[config.mk]
export PLATFORM = sky130hd
export DESIGN_NAME = gate_sequencer_flat
export DESIGN_NICKNAME = d
export VERILOG_FILES = /design/src/rtl/gate_seq_pkg.sv /design/src/rtl/gate_sequencer_if.sv /design/src/rtl/gate_sequencer_seq_timer.sv /design/src/rtl/gate_sequencer.sv /design/src/flat_wrapper.sv
export SDC_FILE = /design/constraint.sdc
export NUM_CORES = 1
export LEC_CHECK = 0
export CAP_MARGIN = 5
export CELL_PAD_IN_SITES_DETAIL_PLACEMENT = 1
export CELL_PAD_IN_SITES_GLOBAL_PLACEMENT = 2
export CORE_AREA = 2 2 69 120
export CTS_CLUSTER_DIAMETER = 100
export DETAILED_ROUTE_END_ITERATION = 6
export DIE_AREA = 0 0 71 122
export PLACE_DENSITY_LB_ADDON = 0.25
export SLEW_MARGIN = 15
export SYNTH_ARGS = -nofsm -noshare
export SYNTH_HDL_FRONTEND = slang
export SYNTH_HIERARCHICAL = 1
export SYNTH_SLANG_ARGS = --single-unit
[constraint.sdc]
create_clock -name clk -period 3.7 [get_ports clk]
set_input_delay 1.11 -clock clk [delete_from_list [all_inputs] [get_ports clk]]
set_output_delay 1.11 -clock clk [all_outputs]
set_load 0.005 [all_outputs]
[src/rtl/gate_seq_pkg.sv]
`default_nettype none
// ============================================================================
//  Module      : gate_seq_pkg
//  Description : Shared types and constants for the gate sequencer slice:
//                measurement state encoding, counter count, readout header
//                size and a small integer helper.
//  Revision    : 1.0 - initial release
// ============================================================================
package gate_seq_pkg;

    // Measurement cycle phases, in the order a single measurement visits them
    typedef enum logic [2:0] {
        IDLE   = 3'd0,
        CLEAR  = 3'd1,
        GATE   = 3'd2,
        SETTLE = 3'd3,
        LATCH  = 3'd4,
        SHIFT  = 3'd5,
        DONE   = 3'd6
    } gate_state_t;

    localparam int NUM_COUNTERS = 4;
    localparam int HEADER_BITS  = 4;
    localparam int SEL_WIDTH    = $clog2(NUM_COUNTERS);

    function automatic int max_int(input int a, input int b);
        return (a > b) ? a : b;
    endfunction

endpackage
`default_nettype wire

[src/rtl/gate_sequencer_if.sv]
`default_nettype none
// ============================================================================
//  Module      : gate_sequencer_if
//  Description : Control/strobe bundle between the measurement requester
//                (master) and the gate sequencer (slave). The meas_id
//                field exists only when GATE_SEQ_MEAS_ID_EN is defined.
//  Revision    : 1.0 - initial release
// ============================================================================
interface gate_sequencer_if #(
    parameter int GATE_WIDTH = 16
);
    import gate_seq_pkg::*;

    logic                  start;
    logic                  abort;
    logic                  continuous;
    logic                  scan_all;
    logic [SEL_WIDTH-1:0]  sel_in;
    logic [GATE_WIDTH-1:0] gate_len;
    logic                  ctr_reset;
    logic                  gate;
    logic                  latch_counter;
    logic [SEL_WIDTH-1:0]  counter_select;
    logic                  frame_active;
    logic                  busy;
    logic                  done;
`ifdef GATE_SEQ_MEAS_ID_EN
    logic [7:0]            meas_id;
`endif

    modport master (
        output start, abort, continuous, scan_all, sel_in, gate_len,
        input  ctr_reset, gate, latch_counter, counter_select,
               frame_active, busy, done
`ifdef GATE_SEQ_MEAS_ID_EN
        , input meas_id
`endif
    );

    modport slave (
        input  start, abort, continuous, scan_all, sel_in, gate_len,
        output ctr_reset, gate, latch_counter, counter_select,
               frame_active, busy, done
`ifdef GATE_SEQ_MEAS_ID_EN
        , output meas_id
`endif
    );

endinterface
`default_nettype wire

[src/rtl/gate_sequencer_seq_timer.sv]
`default_nettype none
// ============================================================================
//  Module      : seq_timer
//  Description : Loadable down-counter shared by every timed phase. Load
//                the phase length minus one on phase entry; o_zero marks
//                the last cycle of the phase.
//  Revision    : 1.0 - initial release
// ============================================================================
module seq_timer #(
    parameter int WIDTH = 16
) (
    input  wire logic             clk,
    input  wire logic             rst,
    input  wire logic             i_load,
    input  wire logic [WIDTH-1:0] i_value,
    output logic                  o_zero
);

    logic [WIDTH-1:0] r_count;

    // Load takes precedence; otherwise count down and park at zero
    always_ff @(posedge clk) begin
        if (rst) begin
            r_count <= '0;
        end else if (i_load) begin
            r_count <= i_value;
        end else if (r_count != '0) begin
            r_count <= r_count - {{(WIDTH-1){1'b0}}, 1'b1};
        end
    end

    assign o_zero = (r_count == '0);

endmodule
`default_nettype wire

[src/rtl/gate_sequencer.sv]
`default_nettype none
// ============================================================================
//  Module      : gate_sequencer
//  Description : Runs one frequency measurement per request: counter clear,
//                gate window, settle gap, then latch + readout frame for one
//                counter or for all four counters off a single window.
//                Optional macro GATE_SEQ_MEAS_ID_EN adds an 8-bit
//                completed-measurement counter on meas_id.
//  Revision    : 1.0 - initial release
// ============================================================================
module gate_sequencer
    import gate_seq_pkg::*;
#(
    parameter int GATE_WIDTH    = 16,
    parameter int CLEAR_CYCLES  = 2,
    parameter int SETTLE_CYCLES = 4,
    parameter int SHIFT_LEN     = 24
) (
    input  wire logic       clk,
    input  wire logic       reset,
    gate_sequencer_if.slave bus
);

    localparam int TIMER_WIDTH = max_int(GATE_WIDTH, $clog2(SHIFT_LEN + 1));

    localparam logic [TIMER_WIDTH-1:0] c_clear_m1  = TIMER_WIDTH'(CLEAR_CYCLES - 1);
    localparam logic [TIMER_WIDTH-1:0] c_settle_m1 = TIMER_WIDTH'(SETTLE_CYCLES - 1);
    localparam logic [TIMER_WIDTH-1:0] c_shift_m1  = TIMER_WIDTH'(SHIFT_LEN - 1);
    localparam logic [SEL_WIDTH-1:0]   c_last_sel  = SEL_WIDTH'(NUM_COUNTERS - 1);
    localparam logic [SEL_WIDTH-1:0]   c_sel_one   = SEL_WIDTH'(1);
    localparam logic [GATE_WIDTH-1:0]  c_gate_one  = GATE_WIDTH'(1);

    gate_state_t            r_state;
    gate_state_t            w_state_next;
    logic                   r_scan;
    logic [SEL_WIDTH-1:0]   r_sel;
    logic [GATE_WIDTH-1:0]  r_gate_len;
    logic                   w_load;
    logic [TIMER_WIDTH-1:0] w_load_value;
    logic                   w_timer_zero;
    logic [GATE_WIDTH-1:0]  w_gate_m1;

    // A zero gate length still opens the window for one cycle
    assign w_gate_m1 = (r_gate_len == '0) ? '0 : (r_gate_len - c_gate_one);

    seq_timer #(
        .WIDTH (TIMER_WIDTH)
    ) u_timer (
        .clk     (clk),
        .rst     (reset),
        .i_load  (w_load),
        .i_value (w_load_value),
        .o_zero  (w_timer_zero)
    );

    // State register
    always_ff @(posedge clk) begin
        if (reset) begin
            r_state <= IDLE;
        end else begin
            r_state <= w_state_next;
        end
    end

    // Next state and timer reload for the phase being entered
    always_comb begin
        w_state_next = r_state;
        w_load       = 1'b0;
        w_load_value = '0;
        case (r_state)
            IDLE: begin
                if (bus.start) begin
                    w_state_next = CLEAR;
                    w_load       = 1'b1;
                    w_load_value = c_clear_m1;
                end
            end
            CLEAR: begin
                if (w_timer_zero) begin
                    w_state_next = GATE;
                    w_load       = 1'b1;
                    w_load_value = TIMER_WIDTH'(w_gate_m1);
                end
            end
            GATE: begin
                if (w_timer_zero) begin
                    w_state_next = SETTLE;
                    w_load       = 1'b1;
                    w_load_value = c_settle_m1;
                end
            end
            SETTLE: begin
                if (w_timer_zero) begin
                    w_state_next = LATCH;
                    w_load       = 1'b1;
                end
            end
            LATCH: begin
                w_state_next = SHIFT;
                w_load       = 1'b1;
                w_load_value = c_shift_m1;
            end
            SHIFT: begin
                if (w_timer_zero) begin
                    w_load = 1'b1;
                    if (r_scan && (r_sel != c_last_sel)) begin
                        w_state_next = LATCH;
                    end else begin
                        w_state_next = DONE;
                    end
                end
            end
            DONE: begin
                if (bus.continuous) begin
                    w_state_next = CLEAR;
                    w_load       = 1'b1;
                    w_load_value = c_clear_m1;
                end else begin
                    w_state_next = IDLE;
                end
            end
            default: begin
                w_state_next = IDLE;
            end
        endcase
        // Abort overrides every transition, including a continuous restart
        if (bus.abort) begin
            w_state_next = IDLE;
            w_load       = 1'b0;
        end
    end

    // Request settings capture and counter-select stepping through a scan
    always_ff @(posedge clk) begin
        if (reset) begin
            r_scan     <= 1'b0;
            r_sel      <= '0;
            r_gate_len <= '0;
        end else if ((r_state == IDLE) && (w_state_next == CLEAR)) begin
            r_scan     <= bus.scan_all;
            r_sel      <= bus.scan_all ? '0 : bus.sel_in;
            r_gate_len <= bus.gate_len;
        end else if ((r_state == SHIFT) && (w_state_next == LATCH)) begin
            r_sel <= r_sel + c_sel_one;
        end else if ((r_state == DONE) && (w_state_next == CLEAR) && r_scan) begin
            r_sel <= '0;
        end
    end

    assign bus.ctr_reset      = (r_state == CLEAR);
    assign bus.gate           = (r_state == GATE);
    assign bus.latch_counter  = (r_state == LATCH);
    assign bus.frame_active   = (r_state == SHIFT);
    assign bus.done           = (r_state == DONE);
    assign bus.busy           = (r_state != IDLE);
    assign bus.counter_select = (r_state == IDLE) ? '0 : r_sel;

`ifdef GATE_SEQ_MEAS_ID_EN
    logic [7:0] r_meas_id;

    // Count finished measurements; visible the cycle after done
    always_ff @(posedge clk) begin
        if (reset) begin
            r_meas_id <= 8'd0;
        end else if (r_state == DONE) begin
            r_meas_id <= r_meas_id + 8'd1;
        end
    end

    assign bus.meas_id = r_meas_id;
`endif

endmodule
`default_nettype wire
[src/flat_wrapper.sv]
// flat-port wrapper written by rule: the top's interface ports become plain ports
module gate_sequencer_flat import gate_seq_pkg::*;
#(
    parameter int GATE_WIDTH    = 16,
    parameter int CLEAR_CYCLES  = 2,
    parameter int SETTLE_CYCLES = 4,
    parameter int SHIFT_LEN     = 24
)
  (clk, reset, bus_start, bus_abort, bus_continuous, bus_scan_all, bus_sel_in, bus_gate_len, bus_ctr_reset, bus_gate, bus_latch_counter, bus_counter_select, bus_frame_active, bus_busy, bus_done);
  gate_sequencer_if #(.GATE_WIDTH(GATE_WIDTH)) bus_i ();
  input  wire logic clk;
  input  wire logic reset;
  input wire logic [$bits(bus_i.start)-1:0] bus_start;
  input wire logic [$bits(bus_i.abort)-1:0] bus_abort;
  input wire logic [$bits(bus_i.continuous)-1:0] bus_continuous;
  input wire logic [$bits(bus_i.scan_all)-1:0] bus_scan_all;
  input wire logic [$bits(bus_i.sel_in)-1:0] bus_sel_in;
  input wire logic [$bits(bus_i.gate_len)-1:0] bus_gate_len;
  output wire logic [$bits(bus_i.ctr_reset)-1:0] bus_ctr_reset;
  output wire logic [$bits(bus_i.gate)-1:0] bus_gate;
  output wire logic [$bits(bus_i.latch_counter)-1:0] bus_latch_counter;
  output wire logic [$bits(bus_i.counter_select)-1:0] bus_counter_select;
  output wire logic [$bits(bus_i.frame_active)-1:0] bus_frame_active;
  output wire logic [$bits(bus_i.busy)-1:0] bus_busy;
  output wire logic [$bits(bus_i.done)-1:0] bus_done;
  assign bus_i.start = bus_start;
  assign bus_i.abort = bus_abort;
  assign bus_i.continuous = bus_continuous;
  assign bus_i.scan_all = bus_scan_all;
  assign bus_i.sel_in = bus_sel_in;
  assign bus_i.gate_len = bus_gate_len;
  assign bus_ctr_reset = bus_i.ctr_reset;
  assign bus_gate = bus_i.gate;
  assign bus_latch_counter = bus_i.latch_counter;
  assign bus_counter_select = bus_i.counter_select;
  assign bus_frame_active = bus_i.frame_active;
  assign bus_busy = bus_i.busy;
  assign bus_done = bus_i.done;
  gate_sequencer #(.GATE_WIDTH(GATE_WIDTH), .CLEAR_CYCLES(CLEAR_CYCLES), .SETTLE_CYCLES(SETTLE_CYCLES), .SHIFT_LEN(SHIFT_LEN)) u_core (.clk(clk), .reset(reset), .bus(bus_i));
endmodule
# Word-level counts from Yosys, hierarchy flattened
# Index checks and enable logic that the tools add are counted.
word_totals:
  regBits: 38
  output_inout_bits: 8
classes:
  addsub: 3
  eq_ne: 9
  n_mux: 27
  reduce_logical: 13
op_table:
  columns: ["cell", "n"]
  rows:
  - ["$pmux 16 s5", 1]
  - ["$mux 16", 4]
  - ["$logic_not 16->1", 2]
  - ["$sub 16x1->16 const B", 2]
  - ["$pmux 3 s7", 1]
  - ["$mux 3", 6]
  - ["$reduce_bool 16->1", 1]
  - ["$mux 2", 7]
  - ["$eq 3x3->1 const B", 4]
  - ["$mux 1", 7]
  - ["$eq 3x1->1 const B", 2]
  - ["$eq 3x2->1 const B", 2]
  - ["$reduce_bool 3->1", 2]
  - ["$logic_and 1x1->1", 5]
  - ["$pmux 1 s4", 1]
  - ["$reduce_or 4->1", 1]
  - ["$logic_not 3->1", 1]
  - ["$add 2x1->2 const B", 1]
  - ["$ne 2x2->1 const B", 1]
  - ["$reduce_bool 2->1", 1]

# Longest topological paths before layout
# Gate-level depths: netlist of the first run.
logic_depth:
  ltp_word: 12
  ltp_mapped: 14
  mapped_depth_nobuf: 12

# Hierarchy
# The synthesis of the first run kept the hierarchy.
modules_own_cells:
  columns: ["module", "n_inst", "cells_per_inst", "area_per_inst_um2", "seq_area_each_um2"]
  rows:
  - ["gate_sequencer", 1, 195, 1476.4, 440.4]
  - ["seq_timer", 1, 112, 902.1, 320.3]

# Worst setup path after synthesis of the first run
# No wires, ideal clock.
synth_timing:
  path_type: "flip-flop to flip-flop"
  from: "reg u_core.u_timer.r_count[0]"
  to: "reg u_core.u_timer.r_count[1]"
  t_arrival_ns: 2.830
  path_slack_ns: 0.739
  stages_incl_launch_ff: 13
  path_buffers: 2
  path_cell_list: "dfxtp_1 > inv_1 > ha_1 > nor2b_1 > nand3_1 > nor2_1 > clkbuf_1 > nor2_1 > a2111oi_0 > clkbuf_1 > nor3_1 > mux2i_1 > o21ai_0"
synth_between:
  elab_chain_cells: 5
synth_rtl:
  columns: ["element", "line", "source"]
  rows:
  - ["start: declaration", "gate_sequencer_seq_timer.sv:19", "logic [WIDTH-1:0] r_count;"]
  - ["start signal: assignment", "gate_sequencer_seq_timer.sv:26", "r_count <= i_value;"]
  - ["start signal: assignment", "gate_sequencer_seq_timer.sv:28", "r_count <= r_count - {{(WIDTH-1){1'b0}}, 1'b1};"]
  - ["$logic_not 16->1 (*)", "gate_sequencer_seq_timer.sv:32", "assign o_zero = (r_count == '0);"]
  - ["net u_core.w_timer_zero", "gate_sequencer.sv:40", "logic w_timer_zero;"]
  - ["$mux 1 (*)", null, null]
  - ["$pmux 1 s4 (*)", "gate_sequencer.sv:70", "case (r_state)"]
  - ["$mux 1 (*)", "gate_sequencer.sv:127", "if (bus.abort) begin"]
  - ["net u_core.w_load", "gate_sequencer.sv:38", "logic w_load;"]
  - ["$mux 16 or $reduce_bool 2->1 (tied branches)", null, null]
# Mark *: on every way through the listed nets, which the timed path passes. The rest lies on a longest branch. The select of a mux whose other input is x is not followed.
# A chain may end at the register's enable or synchronous reset.

# Worst setup path in the final report of the first run
layout_timing:
  from: "reg u_core.u_timer.r_count[0]"
  to: "reg u_core.u_timer.r_count[15]"
layout_rtl:
  columns: ["element", "line", "source"]
  rows:
  - ["$logic_not 16->1", "gate_sequencer_seq_timer.sv:32", null]
  - ["net u_core.w_timer_zero", "gate_sequencer.sv:40", null]
  - ["$mux 16", "gate_sequencer.sv:79", "if (w_timer_zero) begin"]
  - ["$pmux 16 s5", "gate_sequencer.sv:70", null]
  - ["net u_core.w_load_value[15]", "gate_sequencer.sv:39", "logic [TIMER_WIDTH-1:0] w_load_value;"]
  - ["$mux 16", "gate_sequencer_seq_timer.sv:25", "end else if (i_load) begin"]
# The timed path passes the listed nets, and every way through them passes these cells. The select of a mux whose other input is x is not followed.

==> results of run 1 <==
metrics by stage:
stage          hold slack (ps)  util, %  std cells
3_5_place_dp               473     35.7        421
3_3_place_gp               468     35.7        421
5_1_grt                    510     37.6        429
4_1_cts                    483     37.6        429
2_1_floorplan              445        -        307
6_report                   483     37.6        429
layout by cell type (no fill, tap or decap), types with 3 or more instances in the layout:
cell type / instances
sky130_fd_sc_hd__nor2b_1: 5
sky130_fd_sc_hd__clkbuf_16: 5
sky130_fd_sc_hd__o21ai_0: 14
sky130_fd_sc_hd__nor4_1: 4
sky130_fd_sc_hd__nand3b_1: 3
sky130_fd_sc_hd__nor4_4: 3
sky130_fd_sc_hd__ha_1: 3
sky130_fd_sc_hd__nor3_1: 15
sky130_fd_sc_hd__a32oi_1: 3
sky130_fd_sc_hd__a211oi_1: 4
sky130_fd_sc_hd__dfxtp_1: 38
sky130_fd_sc_hd__clkdlybuf4s50_1: 31
sky130_fd_sc_hd__or3_1: 3
sky130_fd_sc_hd__inv_1: 10
sky130_fd_sc_hd__and3_1: 3
sky130_fd_sc_hd__nand3_1: 7
sky130_fd_sc_hd__nor2_1: 18
sky130_fd_sc_hd__nand4_1: 3
sky130_fd_sc_hd__buf_4: 9
sky130_fd_sc_hd__a21oi_1: 21
sky130_fd_sc_hd__xnor2_1: 6
sky130_fd_sc_hd__nand2_1: 60
sky130_fd_sc_hd__and2_1: 4
sky130_fd_sc_hd__xor2_1: 16
sky130_fd_sc_hd__a31oi_1: 5
sky130_fd_sc_hd__nor4b_1: 3
sky130_fd_sc_hd__o31a_1: 3
sky130_fd_sc_hd__mux2i_1: 4
sky130_fd_sc_hd__nor2_2: 9
area by class of cell:
class                           count  area [sq um]
Fill cell                         938          4860
Multi-Input combinational cell    243          1500
Sequential cell                    38           761
Timing Repair Buffer               40           378
Clock buffer                        6           139
Tap cell                           90           113
Inverter                           10          37.5
Clock inverter                      2          12.5
synthesized netlist by cell type, drive strengths merged (4+ instances only):
library cell,count
nor4b,4
dfxtp,38
nor3,15
a21oi,22
and2,4
nor4,7
xnor2,6
a211oi,4
clkbuf,11
inv,10
nor2,27
buf,5
o21ai,16
nand2,62
xor2,16
nor2b,5
nand4,4
nand3,7
mux2i,4
a31oi,5
where the power goes:
| group | switching (W) | internal [W] | leakage, nW |
|---|---|---|---|
| registers | 0.000122 | 0.000504 | 0.311 |
| logic | 0.000495 | 0.000388 | 0.719 |
| clock network | 0.000173 | 0.000267 | 0.0729 |
registers in the layout, summed over array words and instances, names as in the netlist:
| name | cells |
|---|---|
| u_core/r_gate_len | 16 |
| u_core/r_scan | 1 |
| u_core/r_sel | 2 |
| u_core/r_state | 3 |
| u_core/u_timer/r_count | 16 |
cell families (layout without fill, tap and decap cells):
family                   Yosys count  after routing  synth area share [%]
adder cells (fa/ha/maj)            3              3                  1.58
AND/OR/NAND/NOR                  152            152                  34.6
flip-flops                        38             38                  32.0
XOR/XNOR                          22             22                  8.10
multiplexers                       4              4                  1.68
AO/OA/AOI/OAI                     62             62                  16.7
buffers and inverters             26             58                  5.37
routing by layer:
metal  global-route usage (%)  vias to the layer above
met3                     2.73                        7
met2                     32.6                       23
met4                     6.01                        0
li1                         -                     1138
met5                        0                        -
met1                     18.8                     1073
worst reg2reg max path, delay by kind of cell, from the launching register on:
family	cells	cell delay (ps)
and+or+nand+nor	5	1140
AOI/OAI and AO/OA	4	900
DFF	1	340
buffers and inverters	2	270
adders and majority gates	1	250
muxes	1	90
how the worst max path moves through the flow:
| stage | cells after the start | start | slack [ps] | to |
|---|---|---|---|---|
| finish | 13 | u_core/u_timer/r_count[0]$_SDFFE_PP0P_ | 650 | u_core/u_timer/r_count[15]$_SDFFE_PP0P_ |
| global route | 13 | u_core/u_timer/r_count[0]$_SDFFE_PP0P_ | 320 | u_core/u_timer/r_count[15]$_SDFFE_PP0P_ |
| CTS | 13 | u_core/u_timer/r_count[0]$_SDFFE_PP0P_ | 620 | u_core/u_timer/r_count[15]$_SDFFE_PP0P_ |
| detailed placement | 9 | bus_start | 620 | u_core/u_timer/r_count[13]$_SDFFE_PP0P_ |
| global placement | 9 | bus_start | 640 | u_core/u_timer/r_count[13]$_SDFFE_PP0P_ |
| floorplan | 12 | u_core/u_timer/r_count[0]$_SDFFE_PP0P_ | 740 | u_core/u_timer/r_count[1]$_SDFFE_PP0P_ |
==> impl_metrics.prom, run 1 <==
# TYPE chip_impl_metric gauge
chip_impl_info{name="outcome",value="complete, no violations"} 1
chip_impl_metric{name="grt_overflow",unit=""} 0
chip_impl_metric{name="gate_count_after_technology_mapping",unit=""} 307
chip_impl_info{name="timing.critical_path.from_type",value="register"} 1
chip_impl_info{name="top_signal_layer_used",value="met4"} 1
chip_impl_info{name="min_path_type",value="reg -> reg"} 1
chip_impl_metric{name="wire_length_after_detailed_routing",unit="um"} 6800
chip_impl_info{name="crit_chain",value="inv_1 > ha_1 > nor2b_1 > nand3_1 > nor2_1 > buf_4 > nand2_1 > nor3_1 > o31ai_4 > a21oi_1 > mux2i_1 > a211oi_1 > a311o_1"} 1
chip_impl_metric{name="synth-edff-count",unit=""} 0
chip_impl_info{name="clock_tree.root_cell",value="sky130_fd_sc_hd__clkbuf_16"} 1
chip_impl_metric{name="slew_headroom",unit="%"} 43.2
chip_impl_info{name="cp_top_delay_family",value="simple AND/OR/NAND/NOR gates"} 1
chip_impl_metric{name="grt_use_total",unit="%"} 17.2
chip_impl_metric{name="cp_data_arrival_time",unit="ps"} 3270
chip_impl_metric{name="yosys_warnings",unit=""} 6
chip_impl_metric{name="chipHeight",unit="um"} 122
chip_impl_info{name="worstSetupEndpointType",value="register"} 1
chip_impl_metric{name="finalSetupTns",unit="ps"} 0
chip_impl_metric{name="crit_required",unit="ps"} 3920
chip_impl_metric{name="buffer_ports.inserted",unit=""} 31
chip_impl_metric{name="critical_path.n_buffers_inverters",unit=""} 2
chip_impl_info{name="criticalPathCategory",value="reg -> reg"} 1
chip_impl_metric{name="synth_nets",unit=""} 334
chip_impl_metric{name="fmax",unit="MHz"} 328
chip_impl_metric{name="worst_path_largest_cell_delay",unit="ps"} 340
chip_impl_info{name="post-synth-top-area-cell",value="sky130_fd_sc_hd__dfxtp_1"} 1
chip_impl_metric{name="floorplan.io_pins",unit=""} 32
chip_impl_metric{name="post_synth.cell_area_avg",unit="sq um"} 7.75
chip_impl_metric{name="routed-wl-met2",unit="um"} 3890
chip_impl_metric{name="post_cts.resized_instances",unit=""} 0
chip_impl_metric{name="grt_max_degree",unit=""} 31
chip_impl_metric{name="cts_hold_buffers",unit=""} 0
chip_impl_metric{name="worst_pin_slew",unit="ps"} 852
chip_impl_metric{name="routedWlPerCell",unit="um"} 15.8
chip_impl_metric{name="synthDistinctLibCells",unit=""} 51
chip_impl_info{name="rsz0062_at_grt",value="no"} 1
chip_impl_metric{name="post-cts-setup-buffers",unit=""} 0
chip_impl_metric{name="num_vias",unit=""} 2241
chip_impl_metric{name="worst_ir_drop_vdd",unit="mV"} 0.244
chip_impl_metric{name="diodes",unit=""} 0
chip_impl_metric{name="clk_pin_slew_worst_paths",unit="ps"} 60
chip_impl_info{name="worstHoldEndpoint",value="u_core/r_scan$_SDFFE_PP0P_"} 1
chip_impl_metric{name="number_of_antenna_violations_at_the_first_check_in_global_routing",unit=""} 0
chip_impl_info{name="r2r_start",value="u_core/u_timer/r_count[0]$_SDFFE_PP0P_"} 1
chip_impl_info{name="ys.flop_type",value="sky130_fd_sc_hd__dfxtp_1"} 1
chip_impl_metric{name="synth_area",unit="sq um"} 2380
chip_impl_metric{name="detail-route-antenna-nets",unit=""} 0
chip_impl_metric{name="synthArstFlopShare",unit="%"} 0
chip_impl_metric{name="met3_length",unit="um"} 134
chip_impl_metric{name="timing.final.setup_violations",unit=""} 0
chip_impl_metric{name="post-dp-hpwl",unit="um"} 5390
chip_impl_metric{name="synthDominantCellAreaShare",unit="%"} 32.0
chip_impl_metric{name="drive_above_1_share",unit="%"} 10.6
chip_impl_metric{name="clock_insertion_delay_worst_skew",unit="ps"} 290
chip_impl_metric{name="report.final.hold_viol_count",unit=""} 0
chip_impl_metric{name="area_growth",unit="%"} 23.5
chip_impl_info{name="synth_top_cells_by_area",value="sky130_fd_sc_hd__dfxtp_1 32%, sky130_fd_sc_hd__nand2_1 9.5%, sky130_fd_sc_hd__xor2_1 5.9%"} 1
chip_impl_metric{name="cts.sinks",unit=""} 38
chip_impl_metric{name="timing.final.crit_period",unit="ps"} 3050
chip_impl_metric{name="wl_met1",unit="um"} 2670
chip_impl_info{name="cts_tree",value="yes"} 1
chip_impl_metric{name="hold_depth",unit=""} 2
chip_impl_metric{name="critical_path.max_fanout",unit=""} 16
chip_impl_metric{name="fp.coreArea",unit="sq um"} 7800
chip_impl_metric{name="final_power",unit="W"} 0.00195
chip_impl_metric{name="dp_worst_setup_slack",unit="ps"} 624
chip_impl_metric{name="core.rowCount",unit=""} 43
chip_impl_metric{name="placement.cell_area",unit="sq um"} 2790
chip_impl_metric{name="die_area",unit="sq um"} 8660
chip_impl_metric{name="power.density_cell_area",unit="nW/um^2"} 663
chip_impl_metric{name="via_per_inst",unit=""} 5.22
chip_impl_info{name="r2r_end",value="u_core/u_timer/r_count[15]$_SDFFE_PP0P_"} 1
chip_impl_metric{name="worst_clock_skew",unit="ps"} 8.29
chip_impl_metric{name="fin_nets",unit=""} 365
chip_impl_metric{name="max-cap-violations",unit=""} 0
chip_impl_metric{name="timing.final.max_slew_violations",unit=""} 0
chip_impl_metric{name="first_global_vias",unit=""} 2290
chip_impl_metric{name="route.detailed.drc",unit=""} 0
chip_impl_metric{name="detailedRoute.firstIterationViolations",unit=""} 52
chip_impl_metric{name="postLayoutCellArea",unit="sq um"} 2940
chip_impl_metric{name="clock_path_buffers",unit=""} 2
chip_impl_metric{name="h_tree_level_count",unit=""} 2
chip_impl_metric{name="synth-seq-cells",unit=""} 38
chip_impl_metric{name="initial_core_util",unit="%"} 30.5
chip_impl_metric{name="place_congestion",unit=""} 0.789
chip_impl_info{name="hold_path_startpoint",value="u_core/r_scan$_SDFFE_PP0P_"} 1
chip_impl_metric{name="ys_seq_area_share",unit="%"} 32.0
chip_impl_metric{name="grt_pass1_wl",unit="um"} 11700
chip_impl_info{name="crit_path_top_delay_cell",value="sky130_fd_sc_hd__dfxtp_1"} 1
chip_impl_metric{name="setup.reg_to_reg.worst_slack",unit="ps"} 650
chip_impl_metric{name="worst_slack",unit="ps"} 652
chip_impl_metric{name="lkg_pwr",unit="nW"} 1.10
chip_impl_metric{name="die_x",unit="um"} 71
chip_impl_metric{name="timing.reg2reg.worst_path_depth",unit=""} 13
chip_impl_metric{name="tritoncts.num_buffers",unit=""} 5
chip_impl_metric{name="drt_pass1_iterations",unit=""} 4
chip_impl_metric{name="min_period_over_period",unit="%"} 82.4
Power figures use the tool's default switching activity.
==> inputs of run 2 (changes only) <==
==> constraint.sdc (replaced) <==
create_clock -name clk -period 3 [get_ports clk]
set_input_delay 0.9 -clock clk [delete_from_list [all_inputs] [get_ports clk]]
set_output_delay 0.9 -clock clk [all_outputs]
set_load 0.005 [all_outputs]
==> run 2 against run 1 <==
Effect of this change: register-to-register slack worse by 310 ps; critical endpoint is now bus_ctr_reset; critical path type is now reg -> out; sequential share of layout area is 0.57 points lower; via count is 0.89% higher; worst hold slack better by 13 ps; largest power group unchanged; clock skew is 3.4 ps lower; clock-buffer cell count is 1 lower; first-iteration DRC count is 42% higher.
==> impl_metrics.prom, run 2 (same netlist as run 1, synthesis figures left out) <==
# TYPE chip_impl_metric gauge
chip_impl_metric{name="clk_pin_slew_worst_paths",unit="ps"} 60
chip_impl_metric{name="fin_worst_hold_slack",unit="ps"} 495
chip_impl_metric{name="first_global_vias",unit=""} 2409
chip_impl_metric{name="clock_insertion_delay_worst_skew",unit="ps"} 280
chip_impl_metric{name="fin_cells",unit=""} 436
chip_impl_metric{name="n_fill_cell",unit=""} 949
chip_impl_metric{name="area_taken_by_multi_input_logic_gates",unit="sq um"} 1500
chip_impl_metric{name="postLayoutCellArea",unit="sq um"} 3000
chip_impl_info{name="timing.critical_path.from_type",value="register"} 1
chip_impl_info{name="criticalPathCategory",value="reg -> out"} 1
chip_impl_metric{name="area_growth",unit="%"} 26.2
chip_impl_metric{name="fin_nets",unit=""} 372
chip_impl_metric{name="seq_power_share",unit="%"} 30.9
chip_impl_metric{name="die_area",unit="sq um"} 8660
chip_impl_metric{name="drive_above_1_share",unit="%"} 12.4
chip_impl_metric{name="h_tree_level_count",unit=""} 2
chip_impl_metric{name="crit_required",unit="ps"} 2100
chip_impl_metric{name="max-cap-violations",unit=""} 0
chip_impl_metric{name="place.detailed.instances",unit=""} 428
chip_impl_metric{name="ff_latch_area",unit="sq um"} 761
chip_impl_metric{name="critical_path.max_fanout",unit=""} 15
chip_impl_metric{name="timing.reg2reg.worst_path_depth",unit=""} 11
chip_impl_metric{name="post-dp-hpwl",unit="um"} 5510
chip_impl_metric{name="num_vias",unit=""} 2261
chip_impl_metric{name="grt_use_total",unit="%"} 17.2
chip_impl_metric{name="switching_share",unit="%"} 39.3
chip_impl_info{name="outcome",value="complete, no violations"} 1
chip_impl_metric{name="setup.reg_to_reg.worst_slack",unit="ps"} 340
chip_impl_metric{name="min_period_over_period",unit="%"} 90.5
chip_impl_metric{name="worst_pin_slew",unit="ps"} 653
chip_impl_metric{name="cts_hold_buffers",unit=""} 0
chip_impl_metric{name="slew_headroom",unit="%"} 56.1
chip_impl_info{name="largest_registers",value="u_core/r_gate_len: 16 flops, u_core/u_timer/r_count: 16 flops, u_core/r_state: 3 flops"} 1
chip_impl_metric{name="clock_power_share",unit="%"} 23.6
chip_impl_info{name="crit_start",value="u_core/r_state[0]$_SDFF_PP0_"} 1
chip_impl_metric{name="place_congestion",unit=""} 0.822
chip_impl_metric{name="core.rowCount",unit=""} 43
chip_impl_info{name="clock_tree.root_cell",value="sky130_fd_sc_hd__clkbuf_16"} 1
chip_impl_info{name="r2r_start",value="u_core/u_timer/r_count[0]$_SDFFE_PP0P_"} 1
chip_impl_metric{name="intPower",unit="W"} 0.00153
chip_impl_metric{name="comb_pwr_share",unit="%"} 45.5
chip_impl_metric{name="floorplan.io_pins",unit=""} 32
chip_impl_metric{name="die_x",unit="um"} 71
chip_impl_info{name="most_frequent_standard_cell_in_the_layout_excluding_fill_and_tap_cells",value="sky130_fd_sc_hd__nand2_1"} 1
chip_impl_info{name="worstSetupEndpointType",value="primary output"} 1
chip_impl_info{name="cp-endpoint",value="bus_ctr_reset"} 1
chip_impl_metric{name="tritoncts.num_buffers",unit=""} 5
chip_impl_metric{name="post-cts-setup-buffers",unit=""} 0
chip_impl_metric{name="chipHeight",unit="um"} 122
chip_impl_metric{name="detailedRoute.firstIterationViolations",unit=""} 74
chip_impl_info{name="min_path_type",value="reg -> reg"} 1
chip_impl_metric{name="fmax",unit="MHz"} 368
chip_impl_metric{name="wire_length_after_detailed_routing",unit="um"} 6910
chip_impl_metric{name="grt_max_degree",unit=""} 30
chip_impl_metric{name="cts.sinks",unit=""} 38
chip_impl_metric{name="detail-route-antenna-nets",unit=""} 0
chip_impl_metric{name="routedWlPerCell",unit="um"} 15.8
chip_impl_info{name="commonest_cells_after_routing_fill_and_taps_aside",value="60 x sky130_fd_sc_hd__nand2_1, 38 x sky130_fd_sc_hd__dfxtp_1, 31 x sky130_fd_sc_hd__clkdlybuf4s50_1"} 1
chip_impl_metric{name="buffer_ports.inserted",unit=""} 31
chip_impl_metric{name="initial_core_util",unit="%"} 30.5
chip_impl_metric{name="grt_pass1_wl",unit="um"} 11700
chip_impl_metric{name="fp.coreArea",unit="sq um"} 7800
chip_impl_metric{name="post_cts.resized_instances",unit=""} 0
chip_impl_metric{name="timing.final.crit_period",unit="ps"} 2710
chip_impl_info{name="rsz0062_at_grt",value="no"} 1
chip_impl_metric{name="lkg_pwr",unit="nW"} 1.15
chip_impl_metric{name="timing.final.max_slew_violations",unit=""} 0
chip_impl_metric{name="grt_overflow",unit=""} 0
chip_impl_metric{name="route.detailed.drc",unit=""} 0
chip_impl_metric{name="power.density_cell_area",unit="nW/um^2"} 839
chip_impl_metric{name="total_switching_power",unit="W"} 0.000989
chip_impl_metric{name="timing.final.setup_violations",unit=""} 0
chip_impl_metric{name="cp_data_arrival_time",unit="ps"} 1810
chip_impl_metric{name="diodes",unit=""} 0
chip_impl_metric{name="number_of_antenna_violations_at_the_first_check_in_global_routing",unit=""} 0
chip_impl_metric{name="via_per_inst",unit=""} 5.19
chip_impl_metric{name="finalSetupTns",unit="ps"} 0
chip_impl_info{name="cts_tree",value="yes"} 1
chip_impl_metric{name="report.final.hold_viol_count",unit=""} 0
chip_impl_metric{name="clock_path_buffers",unit=""} 2
chip_impl_info{name="r2r_end",value="u_core/u_timer/r_count[15]$_SDFFE_PP0P_"} 1
chip_impl_metric{name="worst_clock_skew",unit="ps"} 4.91
chip_impl_metric{name="placement.cell_area",unit="sq um"} 2840
chip_impl_metric{name="worst_ir_drop_vdd",unit="mV"} 0.261
chip_impl_metric{name="drt_pass1_iterations",unit=""} 4
## run 2: cell count changes in the layout (fill, tap and decap cells not counted)
cell,before,now
sky130_fd_sc_hd__buf_4,9,16
sky130_fd_sc_hd__bufinv_16,0,1
sky130_fd_sc_hd__clkbuf_8,1,0
sky130_fd_sc_hd__clkinv_2,1,2
sky130_fd_sc_hd__clkinvlp_4,1,0
## run 2: metrics by stage
stage	utilization (%)	setup WS, ps	power [W]
floorplan	-	38.7	0.00157
global placement	36.4	239	0.00193
detailed placement	36.4	214	0.00195
CTS	38.5	284	0.00256
global route	38.5	52.0	0.00273
finish	38.5	285	0.00252
## run 2: worst min-delay path by stage
| stage | startpoint | end | slack, ps | cells after the start |
|---|---|---|---|---|
| global placement | u_core/r_gate_len[13]$_SDFFE_PP0P_ | u_core/r_gate_len[13]$_SDFFE_PP0P_ | 480 | 2 |
| finish | u_core/r_scan$_SDFFE_PP0P_ | u_core/r_scan$_SDFFE_PP0P_ | 500 | 2 |
| detailed placement | u_core/r_gate_len[7]$_SDFFE_PP0P_ | u_core/r_gate_len[7]$_SDFFE_PP0P_ | 480 | 2 |
| global route | u_core/r_gate_len[13]$_SDFFE_PP0P_ | u_core/r_gate_len[13]$_SDFFE_PP0P_ | 540 | 2 |
| floorplan | u_core/r_scan$_SDFFE_PP0P_ | u_core/r_scan$_SDFFE_PP0P_ | 450 | 2 |
| CTS | u_core/r_gate_len[7]$_SDFFE_PP0P_ | u_core/r_gate_len[7]$_SDFFE_PP0P_ | 490 | 2 |
## run 2: worst max-delay path, cell delays in order (launching register included)
cell                              delay [ps]
sky130_fd_sc_hd__dfxtp_1                 640
sky130_fd_sc_hd__inv_1                   140
sky130_fd_sc_hd__nor3_1                  190
sky130_fd_sc_hd__clkdlybuf4s50_1         550
## run 2: power by group through the flow
stage	Sequential (W)	Clock, W	Combinational [W]
floorplan	0.000732	0	0.000835
global placement	0.000786	0	0.00115
detailed placement	0.000793	0	0.00116
CTS	0.000781	0.000616	0.00117
global route	0.000801	0.000638	0.00129
finish	0.000779	0.000595	0.00115
## run 2: layout make-up
type                       count  area share, %
clock buffer                   5           4.17
clock inverter                 3           1.33
inverter                      10           1.25
multi-input combinational    243           49.8
sequential                    38           25.3
tap                           90           3.75
timing repair buffer          47           14.3
## run 2: per-layer routing
| metal | share of wire (%) | up-vias | GRT usage [%] |
|---|---|---|---|
| li1 | - | 1151 | - |
| met1 | 38 | 1067 | 16.9 |
| met2 | 57 | 31 | 34.6 |
| met3 | 2.1 | 12 | 2.73 |
| met4 | 2.4 | 0 | 6.49 |
| met5 | 0 | - | 0 |
